File: config.mk
export PLATFORM = sky130hd
export DESIGN_NAME = mem_arbiter
export DESIGN_NICKNAME = d
export VERILOG_FILES = /design/src/rtl/mem_arbiter.sv
export SDC_FILE = /design/constraint.sdc
export NUM_CORES = 1
export LEC_CHECK = 0
export CORE_UTILIZATION = 40
export DETAILED_ROUTE_END_ITERATION = 8
export PLACE_DENSITY = 0.78
export SETUP_SLACK_MARGIN = 0.05
export SLEW_MARGIN = 10
export SYNTH_ARGS = -nofsm -noshare
export SYNTH_HDL_FRONTEND = slang
export SYNTH_SLANG_ARGS = --single-unit
File: constraint.sdc
create_clock -name clk -period 4.5 [get_ports clk]
set_input_delay 0.675 -clock clk [delete_from_list [all_inputs] [get_ports clk]]
set_output_delay 0.675 -clock clk [all_outputs]
set_load 0.02 [all_outputs]
File: src/rtl/mem_arbiter.sv
// Arbitrates a fetch port and a data port onto one single-port memory, one transaction at a time.
// Tie-break: data port wins by default; define MEM_ARBITER_RR_EN to alternate on ties instead.
module mem_arbiter #(
  parameter int LATENCY = 4
) (
  input  logic        clk,
  input  logic        rst_n,
  input  logic        i_req,
  input  logic [15:0] i_addr,
  input  logic        d_req,
  input  logic        d_wr,
  input  logic [15:0] d_addr,
  input  logic [15:0] d_wdata,
  input  logic [15:0] mem_rdata,
  output logic        mem_en,
  output logic        mem_wr,
  output logic [15:0] mem_addr,
  output logic [15:0] mem_wdata,
  output logic        i_ack,
  output logic [15:0] i_rdata,
  output logic        d_ack,
  output logic [15:0] d_rdata,
  output logic        busy
);

  typedef enum logic [1:0] {IDLE, ISSUE, WAIT, DONE} state_t;

  state_t      r_state;
  logic [3:0]  r_cnt;
  logic        r_owner_d;
  logic        r_wr;
  logic        r_mem_en;
  logic        r_mem_wr;
  logic [15:0] r_mem_addr;
  logic [15:0] r_mem_wdata;
  logic        r_i_ack;
  logic        r_d_ack;
  logic [15:0] r_i_rdata;
  logic [15:0] r_d_rdata;
  logic        w_grant_d;

`ifdef MEM_ARBITER_RR_EN
  logic r_last_d;
  // On a tie, serve whichever side did not complete the previous transaction.
  assign w_grant_d = d_req & (~i_req | ~r_last_d);
`else
  assign w_grant_d = d_req;
`endif

  always_ff @(posedge clk or negedge rst_n) begin
    if (!rst_n) begin
      r_state     <= IDLE;
      r_cnt       <= '0;
      r_owner_d   <= 1'b0;
      r_wr        <= 1'b0;
      r_mem_en    <= 1'b0;
      r_mem_wr    <= 1'b0;
      r_mem_addr  <= '0;
      r_mem_wdata <= '0;
      r_i_ack     <= 1'b0;
      r_d_ack     <= 1'b0;
      r_i_rdata   <= '0;
      r_d_rdata   <= '0;
`ifdef MEM_ARBITER_RR_EN
      r_last_d    <= 1'b0;
`endif
    end else begin
      r_mem_en <= 1'b0;
      r_mem_wr <= 1'b0;
      r_i_ack  <= 1'b0;
      r_d_ack  <= 1'b0;
      case (r_state)
        IDLE: begin
          if (i_req | d_req) begin
            r_owner_d   <= w_grant_d;
            r_wr        <= w_grant_d & d_wr;
            r_mem_addr  <= w_grant_d ? d_addr : i_addr;
            r_mem_wdata <= w_grant_d ? d_wdata : 16'h0000;
            r_mem_en    <= 1'b1;
            r_mem_wr    <= w_grant_d & d_wr;
            r_state     <= ISSUE;
          end
        end
        ISSUE: begin
          r_cnt   <= 4'(LATENCY);
          r_state <= WAIT;
        end
        WAIT: begin
          // WAIT always spans LATENCY cycles, so even LATENCY=1 captures one cycle after ISSUE.
          if (r_cnt == 4'd1) begin
            r_cnt   <= '0;
            r_state <= DONE;
            r_d_ack <= r_owner_d;
            r_i_ack <= ~r_owner_d;
            if (!r_wr) begin
              if (r_owner_d) r_d_rdata <= mem_rdata;
              else           r_i_rdata <= mem_rdata;
            end
          end else begin
            r_cnt <= r_cnt - 4'd1;
          end
        end
        DONE: begin
          r_state  <= IDLE;
`ifdef MEM_ARBITER_RR_EN
          r_last_d <= r_owner_d;
`endif
        end
        default: r_state <= IDLE;
      endcase
    end
  end

  assign mem_en    = r_mem_en;
  assign mem_wr    = r_mem_wr;
  assign mem_addr  = r_mem_addr;
  assign mem_wdata = r_mem_wdata;
  assign i_ack     = r_i_ack;
  assign d_ack     = r_d_ack;
  assign i_rdata   = r_i_rdata;
  assign d_rdata   = r_d_rdata;
  assign busy      = (r_state != IDLE);

endmodule

# [After elaboration in Yosys (flattened, before gate mapping)]
# Cells that the tools add are included.
# W data, S select, Z words.
[totals] reg_bits=76 inputBits=69 output_inout_bits=69 wordCells=45
[classes] n_addsub=1 n_eq_ne=6 muxes=15 n_bitwise=4 n_reduce_logical=7
[ops] cell="$mux W16" n=2
[ops] cell="$mux W1" n=8
[ops] cell="$pmux W2 S4" n=1
[ops] cell="$pmux W4 S2" n=1
[ops] cell="$reduce_and A4 Y1" n=2
[ops] cell="$eq A2 B2 Y1 const B" n=2
[ops] cell="$eq A4 B1 Y1 const B" n=1
[ops] cell="$mux W2" n=2
[ops] cell="$mux W4" n=1
[ops] cell="$ne A2 B2 Y1 const B" n=2
[ops] cell="$reduce_and A2 Y1" n=2
[ops] cell="$reduce_bool A2 Y1" n=2
[ops] cell="$sub A4 B1 Y4 const B" n=1
[ops] cell="$eq A2 B1 Y1 const B" n=1
[ops] cell="$logic_not A2 Y1" n=1
[ops] cell="$not A1 Y1" n=2
[ops] cell="$and A1 B1 Y1" n=1
[ops] cell="$or A1 B1 Y1" n=1

# [Depth between registers and ports, before layout]
[logic_depth] depth_word=3 depth_mapped=8 depth_no_buf=5

# [Least setup slack after synthesis]
# No wires, ideal clock.
[synth_timing] path_kind="register -> register" from="register r_state[0]" to="register r_i_rdata[0], in the netlist i_rdata[0]" setup_ns=0.125 arrival_ns=1.685 required_time_ns=4.375 setup_slack_ns=2.690 path_stages_with_launch=9 n_path_buf=3 synth_period_minus_slack_ns=1.810 path_cell_list="dfrtp_1 -> inv_1 -> ha_1 -> buf_4 -> nand4bb_1 -> or3_1 -> buf_6 -> buf_12 -> mux2_4"
[synth_via] elab_chain_len=2
[synth_rtl] element="start: declaration" line_no="28" rtl="state_t r_state;"
[synth_rtl] element="start signal: assignment" line_no="52" rtl="r_state <= IDLE;"
[synth_rtl] element="start signal: assignment" line_no="81" rtl="r_state <= ISSUE;"
[synth_rtl] element="start signal: assignment" line_no="86" rtl="r_state <= WAIT;"
[synth_rtl] element="$eq A2 B2 Y1" line_no="72" rtl="case (r_state)"
[synth_rtl] element="$reduce_and A4 Y1 (no source line)"
[synth_rtl] element="end signal: assignment" line_no="97" rtl="else r_i_rdata <= mem_rdata;"
[synth_rtl] element="end: declaration" line_no="38" rtl="logic [15:0] r_i_rdata;"
# Every way passes these cells.
# A chain may end at the register's enable or synchronous reset.

# [Worst setup path after layout]
[layout_timing] from="input d_req" to="register r_mem_addr[13], in the netlist mem_addr[13]"
[layout_via] elab_chain_len=2 elab_cells_between_ends=3 classes_between="1 x mux; 1 x bitwise; 1 x reduce/logical"
[layout_rtl] element="start: declaration" line_no="10" rtl="input logic d_req,"
[layout_rtl] element="$or A1 B1 Y1" line_no="74" rtl="if (i_req | d_req) begin"
[layout_rtl] element="$reduce_and A2 Y1 (no source line)"
[layout_rtl] element="end signal: assignment" line_no="77" rtl="r_mem_addr <= w_grant_d ? d_addr : i_addr;"
[layout_rtl] element="end: declaration" line_no="34" rtl="logic [15:0] r_mem_addr;"
# Several ways; a longest one is shown, not always the timed one.

==> results.md <==
* Mapped Cells at 227
* Setup TNS at 0 ns
* Clk sinks at 76
* Power Dens Cells at 688 nW/um^2
* Area Overhead vs Synth at 51.5%
* Seq/Total Area, Yosys at 0.612
* Ratio of cells with drive above 1 in the final layout at 0.148
* Post-layout nets at 434
* Synth Net Count at 300
* Yosys top cell by area: dfrtp_1
* Root Buffer: clkbuf_8
* Status: finished clean
* Cts bufs inserted at 9
* Die ar. at 8130 um^2
* DR pass1 iterations at 4
* Fmax at 348 MHz
* Grt total ovfl at 0
* Cell area after layout at 4710 um^2
* Grt met3 use at 0.0635
* Post-synthesis xor/xnor area fraction at 0
* Post-synth top area share at 0.612
* GRT met2 Usage at 0.284
* Pins Over Slew Limit at 0
* Post-Route WL at 6990 um
* Adder-cell area share of the yosys netlist at 0.0161
* CP endpoint kind: flip-flop
* Post-synth top flop: dfrtp_1
* CP arrival at 3.04 ns
* Port-buffer cells at 137
* Clk_skew at 0.0145 ns
* RSZ-0062 raised after global routing: no
* Clock period minus worst slack at 2.88 ns
* Number of global-route vias before repair at 2325
* Post-synth EDFFs at 0
* Largest family of logic cells by synthesized area: multiplexers
* CP startpoint kind: input pin
* Clock Path Buffers at 2
* Clk_lat worst skew at 0.34 ns
* P_leak at 2.10 nW
* Die X at 90.2 um
* Critical path class: input pin to flip-flop
* Number of setup violations in the final report at 0
* DRC errors left at 0
* # hold bufs at CTS at 0
* Synth top cells by count: 76 x dfrtp_1, 23 x mux2_2, 19 x o21ai_0, 18 x nand2_1, 17 x a22o_1
* VDD IR max at 0.261 mV
* Largest net degree at the start of global routing at 77
* Antenna diodes at 0
* Slew HR at 0.253
* Final Hold Viols at 0
* Starting density of the core at 0.422
* Asr flop ratio synth at 1.00
* Synth warn at 0
* GR peak layer: met2
* PostCTS Resize Cnt at 0
* Routed WL per cell at 15.0 um
* Worst setup startpoint: d_req
* Global Route met1 Usage at 0.241
* Max-Cap Viols at 0
* Initial antenna violation count at 0
* Unique masters post-synth at 32
* CTS tree: built
* Row cnt at 31
* Fin cells at 465
* Setup bufs post-CTS at 0
* Io pins at 138
* Top post-synthesis cells by area: dfrtp_1 61%, mux2_2 8.3%, mux2i_1 5.2%
* Core area at 7370 um^2
* CTS clk-pin slew, worst paths at 0.09 ns
* Dpl cells at 449
* Final period utilization at 0.639
* Mean post-synth cell area at 13.7 um^2
* Final RePlAce weighted congestion at 0.710
* Synth Area in Compound Gates at 0.0930
* ANT nets after route at 0
* Routed vias at 2246
* GRT Overall Usage at 0.185
* Slew @ Worst Pin at 1.12 ns
* Vias per cell at 4.83
* Most frequent cell after synthesis: dfrtp_1
* Htree depth at 3
* Final HPWL DP at 4950 um
* Hold Slack at 0.468 ns
* Dpl cell area at 4530 um^2
* Global-route wire length before repair at 11700 um
* Iter 0 DRT Violations at 60
* Type of the tightest min-delay check: input pin to asynchronous set/reset pin
* FILL cells at 585
* DIE HEIGHT at 90.2 um
* Mux cell area share after synthesis at 0.183
* Mapped cell area at 3110 um^2
* Crit-path max FO at 51
* #FFs+latches synth at 76
* Worst EP required at 4.66 ns
* Reg-to-reg critical path startpoint: r_state[0]
* Post-synthesis simple-gate area fraction at 0.0604
## routing by layer
metal,wire [um],share of wire,up-vias
li1,-,-,1072
met1,3270,0.47,1058
met2,3080,0.44,109
met3,561,0.080,7
met4,81,0.012,0
met5,0,0,-
## report_power, final
part / leakage (nW) / switching, mW / internal (mW)
registers: 0.930 / 0.173 / 0.997
logic: 1.07 / 0.758 / 0.837
clock network: 0.0974 / 0.255 / 0.220
## cell type report
type                            count  area [um^2]  share of cell area
Clock buffer                       10          138              0.0292
Clock inverter                      6         45.0             0.00956
Inverter                            7         26.3             0.00558
Multi-Input combinational cell    130         1110               0.235
Sequential cell                    76         1900               0.404
Tap cell                           99          124              0.0263
Timing Repair Buffer              137         1370               0.291
## metrics by stage
| stage | total power, mW | setup WS (ns) | utilization |
|---|---|---|---|
| finish | 3.24 | 1.62 | 0.639 |
| global route | 3.44 | 1.40 | 0.639 |
| CTS | 3.28 | 1.60 | 0.639 |
| detailed placement | 2.79 | 1.23 | 0.614 |
| global placement | 2.75 | 1.37 | 0.614 |
| floorplan | 2.02 | 2.69 | - |
## cells by family after synthesis
group / Yosys count
and+or+nand+nor: 35
DFF: 76
muxes: 49
buffers and inverters: 21
AOI/OAI and AO/OA: 42
adders and majority gates: 4
## cell usage in the layout, fill, tap and decap left out, types with 3 or more instances in the layout
master,instances
clkbuf_8,10
inv_1,7
mux2i_1,16
ha_1,4
mux2_2,23
dfrtp_1,76
a22o_1,17
inv_6,3
clkdlybuf4s50_1,136
nand2_1,18
mux2_4,10
o21ai_0,19
## worst max-delay path, stage by stage
cell and delay (ns):
clkdlybuf4s50_1 0.96, o21ai_4 1.12, o21ai_0 0.26
## final timing paths
check                                     to  slack (ns)  depth (start not counted)
worst max-delay path            mem_addr[13]        1.62                          3
worst min-delay path             d_rdata[14]        0.47                          1
worst max register to register    i_rdata[8]        2.29                          5
worst min register to register   mem_addr[7]        0.48                          2
max in group asynchronous           r_cnt[2]        3.45                          1
min in group clk                 mem_addr[7]        0.48                          2
## registers in the layout (all words and copies together), names as in the netlist
register   count
mem_wdata     16
r_wr           1
d_rdata       16
mem_wr         1
i_rdata       16
mem_en         1
mem_addr      16
r_owner_d      1
i_ack          1
r_state        2
r_cnt          4
d_ack          1
Power figures use the tool's default switching activity.
